$ cat config.mk
export PLATFORM = sky130hd
export DESIGN_NAME = hazard_ctrl
export DESIGN_NICKNAME = d
export VERILOG_FILES = /design/src/rtl/hazard_ctrl.sv
export SDC_FILE = /design/constraint.sdc
export NUM_CORES = 1
export LEC_CHECK = 0
export CELL_PAD_IN_SITES_DETAIL_PLACEMENT = 0
export CELL_PAD_IN_SITES_GLOBAL_PLACEMENT = 2
export CORE_UTILIZATION = 26
export CTS_CLUSTER_SIZE = 28
export DETAILED_ROUTE_END_ITERATION = 8
export PLACE_DENSITY = 0.83
export SLEW_MARGIN = 25
export SYNTH_ARGS = -nofsm -noshare
export SYNTH_HDL_FRONTEND = slang
export SYNTH_SLANG_ARGS = --single-unit
$ cat constraint.sdc
create_clock -name clk -period 2.72 [get_ports clk]
set_input_delay 0.68 -clock clk [delete_from_list [all_inputs] [get_ports clk]]
set_output_delay 0.68 -clock clk [all_outputs]
set_load 0.1 [all_outputs]
$ cat src/rtl/hazard_ctrl.sv
// hazard_ctrl: E/M/W shadow {reg,Tnew} pipeline and Tuse/Tnew stall generation for the 5-stage MIPS pipeline
//   optional multiply/divide busy stall: define MDU_BUSY_STALL_EN
//   inputs : clk, reset (sync, active-high), d_rs/d_rt + d_tuse_rs/d_tuse_rt (D sources),
//            d_wreg/d_tnew (D destination), flush (bubble into E)
//   outputs: reg_e/m/w + tnew_e/m/w (forwarding-mux feeds), stall, en_pc, en_d, clr_e, stall_cnt
//   MDU_BUSY_STALL_EN adds: e_mdu_start, e_mdu_div, d_uses_mdu (in), mdu_busy (out)
module hazard_ctrl #(
  parameter int TW = 4,
  parameter logic [TW-1:0] TUSE_NONE = 4'd15
) (
  input  logic          clk,
  input  logic          reset,
  input  logic [4:0]    d_rs,
  input  logic [4:0]    d_rt,
  input  logic [TW-1:0] d_tuse_rs,
  input  logic [TW-1:0] d_tuse_rt,
  input  logic [4:0]    d_wreg,
  input  logic [TW-1:0] d_tnew,
  input  logic          flush,
  output logic [TW-1:0] tnew_e,
  output logic [4:0]    reg_e,
  output logic [TW-1:0] tnew_m,
  output logic [4:0]    reg_m,
  output logic [TW-1:0] tnew_w,
  output logic [4:0]    reg_w,
  output logic          stall,
  output logic          en_pc,
  output logic          en_d,
  output logic          clr_e,
`ifdef MDU_BUSY_STALL_EN
  input  logic          e_mdu_start,
  input  logic          e_mdu_div,
  input  logic          d_uses_mdu,
  output logic          mdu_busy,
`endif
  output logic [31:0]   stall_cnt
);
  logic [4:0]    reg_e_q, reg_e_d, reg_m_q, reg_m_d, reg_w_q, reg_w_d;
  logic [TW-1:0] tnew_e_q, tnew_e_d, tnew_m_q, tnew_m_d, tnew_w_q, tnew_w_d;
  logic [31:0]   stall_cnt_q, stall_cnt_d;
  logic          hz;
  function automatic logic [TW-1:0] sat0(input logic [TW-1:0] x);
    return x == '0 ? '0 : x - 1'b1;
  endfunction
  // Register 0 marks a bubble slot, so a zero source address can never match.
  function automatic logic hit(input logic [4:0] a, input logic [TW-1:0] u,
                               input logic [4:0] r, input logic [TW-1:0] t);
    return a != 5'd0 && a == r && u != TUSE_NONE && t > u;
  endfunction
  always_comb begin
    hz = hit(d_rs, d_tuse_rs, reg_e_q, tnew_e_q) | hit(d_rs, d_tuse_rs, reg_m_q, tnew_m_q) |
         hit(d_rt, d_tuse_rt, reg_e_q, tnew_e_q) | hit(d_rt, d_tuse_rt, reg_m_q, tnew_m_q);
  end
`ifdef MDU_BUSY_STALL_EN
  logic [3:0] mdu_cnt_q, mdu_cnt_d;
  assign mdu_busy = mdu_cnt_q != 4'd0;
  // The start cycle itself also stalls an MDU user in D, before the counter is loaded.
  assign stall = hz | (d_uses_mdu & (mdu_busy | e_mdu_start));
  always_comb begin
    mdu_cnt_d = e_mdu_start ? (e_mdu_div ? 4'd10 : 4'd5) : mdu_busy ? mdu_cnt_q - 4'd1 : mdu_cnt_q;
  end
  always_ff @(posedge clk) begin
    if (reset) mdu_cnt_q <= 4'd0;
    else mdu_cnt_q <= mdu_cnt_d;
  end
`else
  assign stall = hz;
`endif
  always_comb begin
    reg_w_d     = reg_m_q;
    tnew_w_d    = sat0(tnew_m_q);
    reg_m_d     = reg_e_q;
    tnew_m_d    = sat0(tnew_e_q);
    reg_e_d     = (stall | flush) ? 5'd0 : d_wreg;
    tnew_e_d    = (stall | flush) ? '0 : d_tnew;
    stall_cnt_d = stall ? stall_cnt_q + 32'd1 : stall_cnt_q;
  end
  always_ff @(posedge clk) begin
    if (reset) begin
      reg_e_q     <= 5'd0;
      reg_m_q     <= 5'd0;
      reg_w_q     <= 5'd0;
      tnew_e_q    <= '0;
      tnew_m_q    <= '0;
      tnew_w_q    <= '0;
      stall_cnt_q <= 32'd0;
    end else begin
      reg_e_q     <= reg_e_d;
      reg_m_q     <= reg_m_d;
      reg_w_q     <= reg_w_d;
      tnew_e_q    <= tnew_e_d;
      tnew_m_q    <= tnew_m_d;
      tnew_w_q    <= tnew_w_d;
      stall_cnt_q <= stall_cnt_d;
    end
  end
  assign reg_e     = reg_e_q;
  assign reg_m     = reg_m_q;
  assign reg_w     = reg_w_q;
  assign tnew_e    = tnew_e_q;
  assign tnew_m    = tnew_m_q;
  assign tnew_w    = tnew_w_q;
  assign stall_cnt = stall_cnt_q;
  assign en_pc     = ~stall;
  assign en_d      = ~stall;
  assign clr_e     = stall | flush;
endmodule

Yosys cells after proc, flatten, opt, wreduce, memory -nomap -nowiden
Index checks and enable logic that the tools add are counted.
Cells by class
  $add $sub $neg: 3
  multiply operators: 0
  div/mod/pow operators: 0
  order comparisons: 4
  equality and inequality tests: 6
  shift operators: 0
  multiplexer cells: 0
  bitwise gates (word level): 5
  reductions and logical operators: 19
Operator list (count)
  $add 32x1->32 const B: 1
  $eq 5x5->1: 4
  $gt 4x4->1: 4
  $logic_and 1x1->1: 12
  $reduce_bool 5->1: 2
  $logic_not 4->1: 2
  $ne 4x4->1 const B: 2
  $sub 4x1->4 const B: 2
  $reduce_or 2->1: 3
  $or 1x1->1: 4
  $not 1->1: 1
Word-level totals
  bits in registers: 59
  bits in latches: 0
  bits in writable memories: 0
  memory bits (read-only): 0
  input port bits: 30
  output and inout bits: 63
  logic and storage cells: 44
  memories kept: 0

Logic depth before layout (Yosys ltp)
Gate-level depths: netlist (run 1).
  depth in word-level cells: 9
  mapped depth: 10
  depth with buffers taken out: 8

Worst setup path after synthesis (run 1)
No wires, ideal clock.
  path kind: register -> output
  start point: reg tnew_m_q[1], in the netlist tnew_m[1]
  end point: out en_pc
  data arrival time: 4102 ps
  data required time: 2040 ps
  setup slack: -2062 ps
  stages on the path, launching flop included: 10
  buffers on the path: 2
  cell sequence: dfxtp_1 > ha_1 > nor2b_1 > o211ai_1 > a21oi_1 > a22oi_1 > buf_2 > nand2_1 > inv_1 > buf_4
Between the ends
  longest elaborated chain between the ends: 6
  elaborated cells on any way between the ends: 8
  those cells by class: 2 x order compare; 4 x bitwise; 2 x reduce/logical
Ends and longest elaborated chain
  start, declared: RTL line 39  | logic [TW-1:0] tnew_e_q, tnew_e_d, tnew_m_q, tnew_m_d, tnew_w_q, tnew_w_d;
  start signal, assigned: RTL line 92  | tnew_m_q <= tnew_m_d;
  $gt 4x4->1: RTL line 48  | return a != 5'd0 && a == r && u != TUSE_NONE && t > u;
  $logic_and 1x1->1: RTL line 48
  $or 1x1->1 (2 in a row): RTL line 51  | hz = hit(d_rs, d_tuse_rs, reg_e_q, tnew_e_q) | hit(d_rs, d_tuse_rs, reg_m_q, tnew_m_q) |
  $or 1x1->1 *: RTL line 52  | hit(d_rt, d_tuse_rt, reg_e_q, tnew_e_q) | hit(d_rt, d_tuse_rt, reg_m_q, tnew_m_q);
  net stall: RTL line 26  | output logic stall,
  $not 1->1 *
  end, declared: RTL line 27  | output logic en_pc,
The timed path passes the listed nets; every way through them passes the cells marked *.

Worst setup path in the final report (run 1)
  start point: in d_rs[4]
  end point: out clr_e
Between the ends
  longest elaborated chain between the ends: 8
  elaborated cells on any way between the ends: 13
  those cells by class: 2 x eq/ne; 4 x bitwise; 7 x reduce/logical
Ends and longest elaborated chain
  start, declared: RTL line 13  | input logic [4:0] d_rs,
  $eq 5x5->1 / $reduce_bool 5->1 (equally long branches): RTL line 48
  $logic_and 1x1->1 (3 in a row): RTL line 48
  $or 1x1->1 * (2 in a row): RTL line 51
  $or 1x1->1 *: RTL line 52
  $or 1x1->1 *: RTL line 106  | assign clr_e = stall | flush;
  end, declared: RTL line 29  | output logic clr_e,
Every way passes the cells marked *; elsewhere a longest branch is shown, timed or not.

==> results of run 1 <==
-- what timing repair did --
item                                    CTS  global route
buffers inserted                          3             2
pin swaps                                25            13
endpoints found under the setup margin   45            18
resized for setup                        71             9
hold buffers                              0             0
-- power groups by stage --
| stage | logic (mW) | clock network [mW] | registers [mW] |
|---|---|---|---|
| 4_1_cts | 0.438 | 1.04 | 0.910 |
| 5_1_grt | 0.469 | 1.09 | 0.912 |
| 3_5_place_dp | 0.423 | 0 | 0.926 |
| 6_report | 0.437 | 1.01 | 0.910 |
| 2_1_floorplan | 0.159 | 0 | 1.05 |
| 3_3_place_gp | 0.417 | 0 | 0.926 |
-- how the worst max path moves through the flow --
stage,startpoint,end,cells past startpoint
floorplan,d_tuse_rs[3],en_pc,10
global placement,d_tuse_rs[1],clr_e,10
detailed placement,d_tuse_rs[1],clr_e,10
CTS,d_tuse_rs[1],clr_e,10
global route,d_rs[4],clr_e,7
finish,d_rs[4],clr_e,7
-- logic make-up (layout without fill, tap and decap cells) --
group / count (synthesis) / in the layout / share of synthesized area
and+or+nand+nor: 164 / 164 / 0.283
buffers and inverters: 34 / 148 / 0.0432
DFF: 59 / 59 / 0.349
xor gates and xnor gates: 20 / 20 / 0.0517
muxes: 32 / 32 / 0.106
adders and majority gates: 19 / 19 / 0.0702
AOI/OAI and AO/OA: 57 / 57 / 0.0964
-- stage by stage --
step                instances  utilization
finish                    671        0.398
global route              671        0.398
detailed placement        652        0.367
global placement          652        0.367
floorplan                 385            -
CTS                       670        0.400
-- Yosys cell counts --
master and number:
nand2_1 9, buf_1 2, buf_6 1, nor2_1 36
dfxtp_1 59, and3_1 10, mux2_2 5, mux2_1 27
buf_4 1, nor2b_1 44, clkbuf_1 13, nor3b_2 9
nand3_1 10, nand4_1 24, a22oi_1 2, or4_1 2
and4_1 4, o211ai_1 4, o21ai_1 1, a211oi_1 5
ha_1 19, inv_1 11, or3_1 3, o21ai_0 3
xor2_1 8, a21boi_0 1, o21ai_2 1, xnor2_1 12
and2_1 5, a22o_1 2, buf_2 6, a21oi_1 38
nor3_1 8
-- final cells by class --
class	instances	area (sq um)	share of cell area
well taps	172	215	0.0426
clock buffers	12	236	0.0469
inverters	11	60.1	0.0119
clock inverters	4	17.5	0.00347
flip-flops and latches	59	1220	0.242
multi-input cells	292	2300	0.455
repair buffers	121	1000	0.198
-- registers in the layout (all words and copies together), names as in the netlist --
name,count
stall_cnt,32
tnew_w,4
tnew_e,4
reg_e,5
tnew_m,4
reg_m,5
reg_w,5
-- layer usage --
metal,vias to the layer above,part of all wire,track usage
met5,-,0,0
met4,0,0.031,0.0795
met3,23,0.044,0.0420
met2,73,0.43,0.223
met1,1459,0.49,0.203
li1,1577,-,-
==> results.txt, run 1 <==
Data on the critical path arrives at its endpoint at 2390 ps. The die is 116 um tall. The analysis attributes to cell leakage a power of 2.09 nW. Clock tree synthesis found a total of 59 sinks. For the final worst setup slack, the log shows -351 ps. Horizontal extent of the die: 116 um. Fraction of layout cells with a size suffix above 1: 0.367. The number of stages on the worst hold path was 1.

The final critical delay including setup and external delays is 3070 ps, and the combinational share of power is 0.186. The logs give 9680 um for the total wirelength of the detailed-routed design and 33 for the number of distinct library cell variants in the gate-level netlist after synthesis. The worst hold path endpoint was tnew_m[0]$_SDFF_PP0_.

Across the VDD grid, the largest voltage drop is 267 uV. The net switching power figure came out at 706 uW. Each instance of the synthesized netlist takes up on average 8.80 sq um. The checks that failed: setup timing. The congestion estimate from routability-driven global placement came to 0.794. The synthesized instance count is 385, and the initial antenna violation count is 0. For the post-synthesis instance area, the log shows 3390 sq um.

After detailed routing, the number of remaining DRC violations is 0. For the initial standard-cell utilization of the core, the log shows 0.267. When the netlist entered floorplanning its net count stood at 434. The source of the worst register-to-register timing path is tnew_e[0]$_SDFF_PP0_. Relative to the synthesized area, the layout overhead comes to 49.0%. The switching power share of the total works out to 0.300. Timing analysis after detailed placement gives a worst setup slack of -835 ps. Hold timing on the final database bottoms out at a slack of 430 ps. Sequential area share after synthesis: 0.349.

The tool flagged a number of max-cap violations equal to 0. At the pin with the least slew margin, the transition time is 463 ps. After legalization and detailed placement, the total HPWL measured 7210 um. The tightest min-delay check is of the reg -> reg type. The most frequent standard cell in the layout excluding fill and tap cells is buf_4. Detailed routing inserted a total of 3132 vias. The global-route wire length before repair was 15500 um. Counting both buffers and inverters, the worst setup path holds a total of 2. The pin count of the biggest net entering global routing came out at 42. In the layout the commonest cells are buf_4, nor2b_1, dfxtp_1. The run gives 41 as the number of cell rows. After clock tree synthesis, the clock-pin slew on the worst setup and hold paths is 50 ps. For the final routed database, the setup TNS stands at -1090 ps. In the final design database the tool counted 543 nets. The setup check on the worst reg-to-reg path leaves a slack of 260 ps.

Area of all placed cells without fillers: 5050 sq um. Clock latency on the worst-skew pair, taken at its later pin, is 330 ps. Worst-case headroom to the max-slew limit: 0.691. The critical register-to-register path endpoint is stall_cnt[4]$_SDFFE_PP0P_.

The detailed-route vias per instance is 4.67, and the fraction of power consumed by the clock network is 0.428. The number of max-slew violations in the final report is 0, and the core footprint is 12700 sq um. Setup repair after global routing could not meet its margin everywhere. Input and output buffers added on the ports amount to 92.

The highest cell delay on the worst timing path works out to 530 ps. The post-synthesis sequential element count works out to 59. The flow ran to the end, but the final reports show violations.

STA classifies the critical path endpoint as an output port. The final global-route overflow total came out at 0. Counting along the longest clock path gives a buffer depth of 2. Among all stages on the critical path, the largest delay is contributed by or4_4. The clock arrives with 7.43 ps of skew.

The class of the most critical setup path was in -> out. Dividing total power by cell area gives a power density of 467 nW/um^2. Yosys attributes the largest share of cell area to dfxtp_1, mux2_1, nor2b_1. The run gives 0 as the final count of hold timing violations. The logs give 13500 sq um for the die footprint and 2040 ps for the required time at the endpoint of the critical path. The clock buffer count from CTS was 9; the total number of yosys warnings was 0. The cell sitting at the root of the clock tree is a clkbuf_16.

For the overall power consumption, the log shows 2.35 mW. The first routing iteration left 137 violations. Share of the cycle needed by the critical path after routing: 1.13.

Among cell families on the critical path, the largest total delay comes from simple AND/OR/NAND/NOR gates. The largest total area in the synthesized netlist belongs to dfxtp_1. The signal on the critical path passes through buf_6, or4_4, o21ai_4, a21oi_2, a22o_1, or3_4, buf_12. Before antenna repair, the detailed router went through 4 iterations.

The length in cells of the worst reg-to-reg path was 12; the number of failing setup endpoints in the final timing report was 4. The fill cell total of the finished layout is 1289, and the share of power burned in registers is 0.387. The count of nets left with antenna violations once routing finished came out at 0. The run gives 4650 sq um as the post-detailed-placement cell area. The largest driver fanout on the critical path came out at 2.

The startpoint identified for the worst hold timing path is tnew_e[0]$_SDFF_PP0_. Pin placement for this block handled 93 I/O pins. The run gives 1.65 mW as the internal power component.

Final routed wire length divided by cell count: 14.4 um. The number of global-route vias before repair was 2991; the antenna cell count was 0. Based on the critical path, the design can be clocked at up to 326 MHz. TritonCTS built the clock tree.

The global routing usage summed across all routing layers is 0.152, and the area fraction of the dominant cell type after synthesis is 0.349. The worst setup path is launched from a primary input. The H-tree level count was 3.
No activity file was read; power rests on OpenSTA's default activity.
==> inputs of run 2 (changes only) <==
--- a/config.mk
+++ b/config.mk
@@ -10,6 +10,7 @@
 export CORE_UTILIZATION = 26
 export CTS_CLUSTER_SIZE = 28
 export DETAILED_ROUTE_END_ITERATION = 8
+export GPL_TIMING_DRIVEN = 0
 export PLACE_DENSITY = 0.83
 export SLEW_MARGIN = 25
 export SYNTH_ARGS = -nofsm -noshare
==> results.txt, run 2 (synthesis gave the netlist of run 1 again) <==
The flow ran to the end, but the final reports show violations. Violated checks: setup timing (unchanged). The global placer's final weighted congestion was 0.802 (was 0.794). The largest driver fanout on the critical path was 2 (unchanged). The logs give 5220 sq um (was 5050 sq um) for the area of all placed cells without fillers and 3189 (was 3132) for the overall via count from detail_route. The tools report the startpoint of the lowest-slack hold path as tnew_e[0]$_SDFF_PP0_ (unchanged). The buffer depth of the longest clock path came out at 2 (unchanged). The highest cell delay on the worst timing path works out to 530 ps (about the same). Critical path capture point type: an output port (unchanged). The kind of start point of the critical path was a primary input (unchanged). The height of the die is 116 um (unchanged), and the H-tree level count is 3 (unchanged). The non-filler instance count after layout is 674 (was 671). The flop-to-flop setup slack is 180 ps (was 260 ps), and the number of failing setup endpoints in the final timing report is 4 (unchanged). Most frequent cells in the layout: clkdlybuf4s50_1, nor2b_1, dfxtp_1 (was buf_4, nor2b_1, dfxtp_1).

The pin count of the biggest net entering global routing came out at 11 (was 42). The number of nets in the layout is 546 (was 543), and the initial antenna violation count is 0 (unchanged). The run gives 41 (unchanged) as the number of cell rows. The slowest cell on the critical path is or4_4 (unchanged). The post-detailed-placement cell area was 4690 sq um (was 4650 sq um). For the global-route wire length before repair, the log shows 16500 um (was 15500 um). The final critical delay including setup and external delays came out at 3090 ps (was 3070 ps). The tools report the final worst setup slack as -366 ps (was -351 ps). The horizontal extent of the die is 116 um (unchanged), and the number of nets with antenna violations after detailed routing is 0 (unchanged). The power per unit of standard cell area is 472 nW/um^2 (was 467 nW/um^2). Family with the most delay on the worst path: simple AND/OR/NAND/NOR gates (unchanged). The first-pass iteration count of the detailed router was 4 (unchanged). The final HPWL from detailed placement is 7650 um (was 7210 um). For the total clock sinks, the log shows 59 (unchanged).

The leakage dissipation is 1.95 nW (was 2.09 nW), and the arrival time reported for the critical path endpoint is 2410 ps (was 2390 ps). The class of the most critical setup path is in -> out (unchanged). The number of stages on the worst hold path is 1 (unchanged), and the post-placement setup slack is -1880 ps (was -835 ps). The fraction of layout cells with a size suffix above 1 was 0.235 (was 0.367); the final count of hold timing violations was 0 (unchanged).

Insertion delay of the later-clocked pin in the worst-skew pair: 330 ps (about the same). The number of hold buffers added after CTS came out at 0 (unchanged). The synthesis-to-layout area growth works out to 54.2% (was 49.0%). The kind of path behind the tightest hold check was reg -> reg (unchanged). The run gives 9 (unchanged) as the clock buffer count from CTS. The transition time of the tightest slew-check pin works out to 1020 ps (was 463 ps). The worst clock skew was 6.34 ps (was 7.43 ps). Initial standard-cell utilization of the core: 0.267 (unchanged). The most frequent standard cell in the layout excluding fill and tap cells is clkdlybuf4s50_1 (was buf_4).

For the die footprint, the log shows 13500 sq um (unchanged). The number of top-level pins is 93 (unchanged). The summed negative setup slack over all endpoints is -1110 ps (was -1090 ps), and the fill cell total of the finished layout is 1310 (was 1289). The global routing usage summed across all routing layers came out at 0.162 (was 0.152). Worst path cell trace: buf_8, or4_4, o21ai_4, a21oi_2, a22o_2, or3_4, buf_12 (was buf_6, or4_4, o21ai_4, a21oi_2, a22o_1, or3_4, buf_12). TritonCTS built the clock tree. The number of port buffers was 91 (was 92); the overall power consumption was 2.46 mW (was 2.35 mW). Worst hold path endpoint: tnew_m[0]$_SDFF_PP0_ (unchanged). The share of the cycle needed by the critical path after routing was 1.13 (about the same). Peak supply drop: 215 uV (was 267 uV).

The number of global-route vias before repair came out at 3178 (was 2991). Setup repair after global routing could not meet its margin everywhere. The core footprint is 12700 sq um (unchanged). The number of maximum-capacitance violations was 0 (unchanged); the worst hold margin was 430 ps (about the same). The number of violations reported at the end of detailed-routing iteration 0 is 163 (was 137). The detailed-route vias per instance is 4.73 (was 4.67). The number of design rule violations left after detail routing was 0 (unchanged); the antenna cell count was 0 (unchanged).

The length in cells of the worst reg-to-reg path was 11 (was 12); the required time at the endpoint of the critical path was 2040 ps (about the same). Critical register-to-register path endpoint: stall_cnt[20]$_SDFFE_PP0P_ (was stall_cnt[4]$_SDFFE_PP0P_). Cell at the root of the clock tree: clkbuf_16 (unchanged).

For the total wirelength of the detailed-routed design, the log shows 10300 um (was 9680 um). The source of the worst register-to-register timing path was tnew_m[1]$_SDFF_PP0_ (was tnew_e[0]$_SDFF_PP0_). The number of buffers and inverters on the critical path came out at 2 (unchanged).

The worst-case headroom to the max-slew limit was 0.317 (was 0.691). The number of flip-flops under the largest register name works out to 32 (unchanged). The number of cells after detailed placement was 648 (was 652); the number of max-slew violations in the final report was 0 (unchanged). The maximum clock rate is 324 MHz (was 326 MHz), and the clock-pin slew of the registers on the worst-case setup and hold paths is 50 ps (about the same). The tools report the core occupancy in the finished layout as 0.412 (was 0.398).

The final global-route overflow total was 0 (unchanged). The final routed wire length divided by cell count is 15.4 um (was 14.4 um).
## run 2: cell count changes in the layout (fill, tap and decap cells not counted), moves of 3 or more
cell,previous run,this run
buf_4,85,14
clkbuf_1,3,14
clkbuf_2,3,0
clkdlybuf4s50_1,10,68
## run 2: layer usage
metal  routed length (um)  part of all wire  up-vias  track usage
li1                     -                 -     1589            -
met1                 5040              0.49     1513        0.221
met2                 4630              0.45       73        0.248
met3                  454             0.044       14       0.0322
met4                  221             0.021        0       0.0701
met5                    0                 0        -            0
## run 2: how the worst max path moves through the flow
stage | startpoint | end | slack, ps | depth (start not counted)
floorplan | d_tuse_rs[3] | en_pc | -600 | 10
CTS | d_rs[2] | clr_e | -380 | 7
global placement | d_tuse_rs[1] | clr_e | -1840 | 10
finish | d_rs[2] | clr_e | -370 | 7
global route | d_rs[2] | clr_e | -400 | 7
detailed placement | d_tuse_rs[1] | en_pc | -1880 | 12
## run 2: final cells by class
class,count,area [sq um],share of cell area
Inverter,11,62.6,0.0120
Clock inverter,6,56.3,0.0108
Buffer,21,110,0.0211
Tap cell,172,215,0.0412
Multi-Input combinational cell,292,2300,0.440
Clock buffer,10,229,0.0438
Sequential cell,59,1220,0.233
Timing Repair Buffer,103,1030,0.198
## run 2: what timing repair did
item                                    in CTS  in global routing
buffers inserted                             9                  5
pin swaps                                   28                  8
gates resized for setup                    127                 10
cloned                                       0                  0
endpoints found under the setup margin      38                  4
## run 2: where the power goes
group	switching [mW]	internal, mW
clock	0.415	0.701
combinational	0.280	0.158
sequential	0.0282	0.882
total	0.723	1.74
## run 2: worst register-to-register path: cells and delay by family, from the launching register on
kind | cells | cell delay [ps]
AO/OA/AOI/OAI | 4 | 740
adder cells (fa/ha/maj) | 1 | 230
buffers and inverters | 4 | 580
flip-flops | 1 | 430
multiplexers | 1 | 320
AND/OR/NAND/NOR | 1 | 120
==> inputs of run 3 (changes only) <==
--- a/config.mk
+++ b/config.mk
@@ -5,9 +5,11 @@
 export SDC_FILE = /design/constraint.sdc
 export NUM_CORES = 1
 export LEC_CHECK = 0
+export ABC_AREA = 1
 export CELL_PAD_IN_SITES_DETAIL_PLACEMENT = 0
 export CELL_PAD_IN_SITES_GLOBAL_PLACEMENT = 2
-export CORE_UTILIZATION = 26
+export CORE_UTILIZATION = 24
+export CTS_BUF_LIST = sky130_fd_sc_hd__clkbuf_2
 export CTS_CLUSTER_SIZE = 28
 export DETAILED_ROUTE_END_ITERATION = 8
 export GPL_TIMING_DRIVEN = 0
==> results.txt, run 3 <==
The number of global-route vias before repair came out at 3703 (was 3178). The kind of path behind the tightest hold check is reg -> reg (unchanged). The run gives 9 (unchanged) as the clock buffer count from CTS. The number of distinct library cell variants in the gate-level netlist after synthesis was 30 (was 33).

The buffer depth of the longest clock path was 2 (unchanged); the global placer's final weighted congestion was 0.824 (was 0.802). Final routed wire length divided by cell count: 13.7 um (was 15.4 um). The tools report the critical register-to-register path endpoint as stall_cnt[31]$_SDFFE_PP0P_ (was stall_cnt[20]$_SDFFE_PP0P_). The run gives 59 (unchanged) as the total clock sinks.

The initial standard-cell utilization of the core came out at 0.248 (was 0.267). The most area-hungry cell type in the Yosys netlist was dfxtp_1 (unchanged). For the fill cell total of the finished layout, the log shows 1589 (was 1310). The flop-to-flop setup slack is 480 ps (was 180 ps). The count of flip-flops with a built-in enable after synthesis works out to 0 (unchanged). Most frequent cells in the layout: nand2_1, nor2_1, dlygate4sd2_1 (was clkdlybuf4s50_1, nor2b_1, dfxtp_1).

The tools report the global routing usage summed across all routing layers as 0.159 (was 0.162). Number of max-slew violations in the final report: 0 (unchanged). Global-route wire length before repair: 19300 um (was 16500 um).

Main area contributors after synthesis: dfxtp_1, nand2_1, inv_1 (was dfxtp_1, mux2_1, nor2b_1). For the number of violations reported at the end of detailed-routing iteration 0, the log shows 127 (was 163). The run gives 1.86 mW (was 2.46 mW) as the overall power consumption. The number of flip-flops under the largest register name works out to 32 (unchanged). The fraction of layout cells with a size suffix above 1 is 0.184 (was 0.235). The share of the cycle needed by the critical path after routing was 1.14 (was 1.13); the required time at the endpoint of the critical path was 2040 ps (about the same). Critical path capture point type: an output port (unchanged).

The kind of start point of the critical path was a primary input (unchanged). Initial antenna violation count: 0 (unchanged). The total number of yosys warnings was 0 (unchanged). TritonCTS built the clock tree. The height of the die is 125 um (was 116 um). The power per unit of standard cell area works out to 353 nW/um^2 (was 472 nW/um^2).

The commonest register cell after synthesis is dfxtp_1 (unchanged). The most frequent standard cell in the layout excluding fill and tap cells is nand2_1 (was clkdlybuf4s50_1). The logs give 93 (unchanged) for the number of top-level pins and -377 ps (was -366 ps) for the final worst setup slack. The tools report the maximum clock rate as 323 MHz (was 324 MHz). The logs give 0.324 (was 0.349) for the sequential area share after synthesis and 0 (unchanged) for the final count of hold timing violations. The leakage dissipation came out at 2.39 nW (was 1.95 nW). The startpoint of the lowest-slack hold path was tnew_e[0]$_SDFF_PP0_ (unchanged). The total wirelength of the detailed-routed design came out at 11700 um (was 10300 um). The transition time of the tightest slew-check pin came out at 1010 ps (was 1020 ps). The core occupancy in the finished layout is 0.358 (was 0.412).

The largest driver fanout on the critical path was 4 (was 2). Setup repair after global routing could not meet its margin everywhere. The tools report the worst hold path endpoint as tnew_m[0]$_SDFF_PP0_ (unchanged). The final HPWL from detailed placement is 9180 um (was 7650 um). The mean cell area of the mapped netlist is 6.64 sq um (was 8.80 sq um).

Most frequent cell after synthesis: nand2_1 (was dfxtp_1). The post-synthesis sequential element count is 59 (unchanged), and the peak supply drop is 196 uV (was 215 uV). The slowest cell on the critical path was clkdlybuf4s50_1 (was or4_4). The synthesized instance count is 549 (was 385).

The tools report the final global-route overflow total as 0 (unchanged). The area fraction of the dominant cell type after synthesis came out at 0.324 (was 0.349). The final critical delay including setup and external delays came out at 3100 ps (was 3090 ps). Number of port buffers: 91 (unchanged). For the number of cell rows, the log shows 44 (was 41). For the number of failing setup endpoints in the final timing report, the log shows 4 (unchanged). The logs give 0 (unchanged) for the number of maximum-capacitance violations and 0 (unchanged) for the number of nets with antenna violations after detailed routing. The number of hold buffers added after CTS was 0 (unchanged); the number of design rule violations left after detail routing was 3 (was 0). The highest cell delay on the worst timing path works out to 570 ps (was 530 ps). Antenna cell count: 0 (unchanged).

The run finished, with violations left. The H-tree level count is 3 (unchanged), and the number of stages on the worst hold path is 1 (unchanged). The detailed-route vias per instance came out at 4.47 (was 4.73). The post-synthesis instance area is 3650 sq um (was 3390 sq um), and the net count after synthesis is 598 (was 434). The family with the most delay on the worst path is buffers and inverters (was simple AND/OR/NAND/NOR gates). Violated checks: DRC, setup timing (was setup timing).

The share of synthesized flip-flops with an asynchronous set or reset is 0 (unchanged), and the number of nets in the layout is 712 (was 546). The worst-case headroom to the max-slew limit was 0.332 (was 0.317). Worst path cell trace: clkdlybuf4s50_1, xnor2_1, nand2_1, nor2_1, nand3_2, nand2_2, nand2_4, nand2_4, clkinvlp_4, buf_12, buf_12 (was buf_8, or4_4, o21ai_4, a21oi_2, a22o_2, or3_4, buf_12). The number of buffers and inverters on the critical path is 4 (was 2), and the worst clock skew is 27.9 ps (was 6.34 ps). The tools report the cell at the root of the clock tree as clkbuf_2 (was clkbuf_16). The class of the most critical setup path was in -> out (unchanged). The tools report the insertion delay of the later-clocked pin in the worst-skew pair as 550 ps (was 330 ps).

The tools report the source of the worst register-to-register timing path as tnew_m[2]$_SDFF_PP0_ (was tnew_m[1]$_SDFF_PP0_). The first-pass iteration count of the detailed router was 6 (was 4). The logs give 11 (unchanged) for the pin count of the biggest net entering global routing and 14700 sq um (was 12700 sq um) for the core footprint.

Most numerous cell types in the synthesized netlist: nand2_1, inv_1, nor2_1, dfxtp_1, nand3_1 (was dfxtp_1, nor2b_1, a21oi_1, nor2_1, mux2_1). The clock-pin slew of the registers on the worst-case setup and hold paths works out to 160 ps (was 50 ps). The post-placement setup slack is -1840 ps (was -1880 ps), and the length in cells of the worst reg-to-reg path is 15 (was 11). The overall via count from detail_route is 3806 (was 3189), and the synthesis-to-layout area growth is 44.4% (was 54.2%). The horizontal extent of the die was 125 um (was 116 um). The run gives 15700 sq um (was 13500 sq um) as the die footprint.

The arrival time reported for the critical path endpoint was 2420 ps (was 2410 ps).
[run 3: cell types whose count changed after synthesis, moves of 6 or more]
cell      before  now
nor2_1        36   68
nand4_1       24    9
inv_1         11   68
nand2_1        9  146
nor3_1         8   14
clkbuf_1      13    6
mux2_1        27    0
nor2b_1       44    0
xor2_1         8   22
nor3b_2        9    0
nand3_1       10   47
and3_1        10    0
[run 3: cell families after synthesis]
group	share of synthesized area
AOI/OAI and AO/OA	0.0752
xor gates and xnor gates	0.0769
adders and majority gates	0.0652
buffers and inverters	0.101
DFF	0.324
and+or+nand+nor	0.358
[run 3: what timing repair did]
item	in CTS	in global routing
pin swaps	15	19
setup buffers	12	2
endpoints found under the setup margin	63	8
gates resized for setup	117	27
[run 3: area by class of cell]
cell class                 instances  area (sq um)  area share
timing repair buffer             104           971       0.184
inverter                          73           320      0.0608
tap                              184           230      0.0437
buffer                            15          95.1      0.0181
clock buffer                      11          55.1      0.0105
multi-input combinational        401          2350       0.446
sequential                        59          1220       0.232
clock inverter                     5          21.3     0.00404
[run 3: where the power goes]
part	internal, mW	switching, mW	leakage [nW]
Sequential	0.885	0.0215	0.488
Combinational	0.155	0.336	1.84
Clock	0.116	0.344	0.0582
Total	1.16	0.701	2.39
[run 3: metrics by stage]
stage                     instances  instance area, sq um  setup TNS [ps]  hold slack (ps)
after global placement          824                  5020          -11340              419
after floorplan                 549                  3880            -799              583
after global routing            852                  5270           -1700              462
final                           852                  5270           -1300              454
after CTS                       851                  5160           -1430              444
after detailed placement        824                  5020          -13400              412
[run 3: routing by layer]
metal | wire [um] | GRT usage
met5 | 0 | 0
met4 | 124 | 0.0359
met3 | 655 | 0.0518
met1 | 5250 | 0.188
met2 | 5650 | 0.276
[run 3: worst max path at each step]
stage                               startpoint    end  slack [ps]  depth (start not counted)
after floorplan                   d_tuse_rs[1]  clr_e        -400                         12
after global placement            d_tuse_rt[1]  clr_e       -1780                         14
after detailed placement          d_tuse_rt[1]  clr_e       -1840                         14
after CTS                 tnew_m[1]$_SDFF_PP0_  en_pc        -420                         12
after global routing      tnew_m[1]$_SDFF_PP0_  en_pc        -480                         12
final                                  d_rt[1]  en_pc        -380                         11
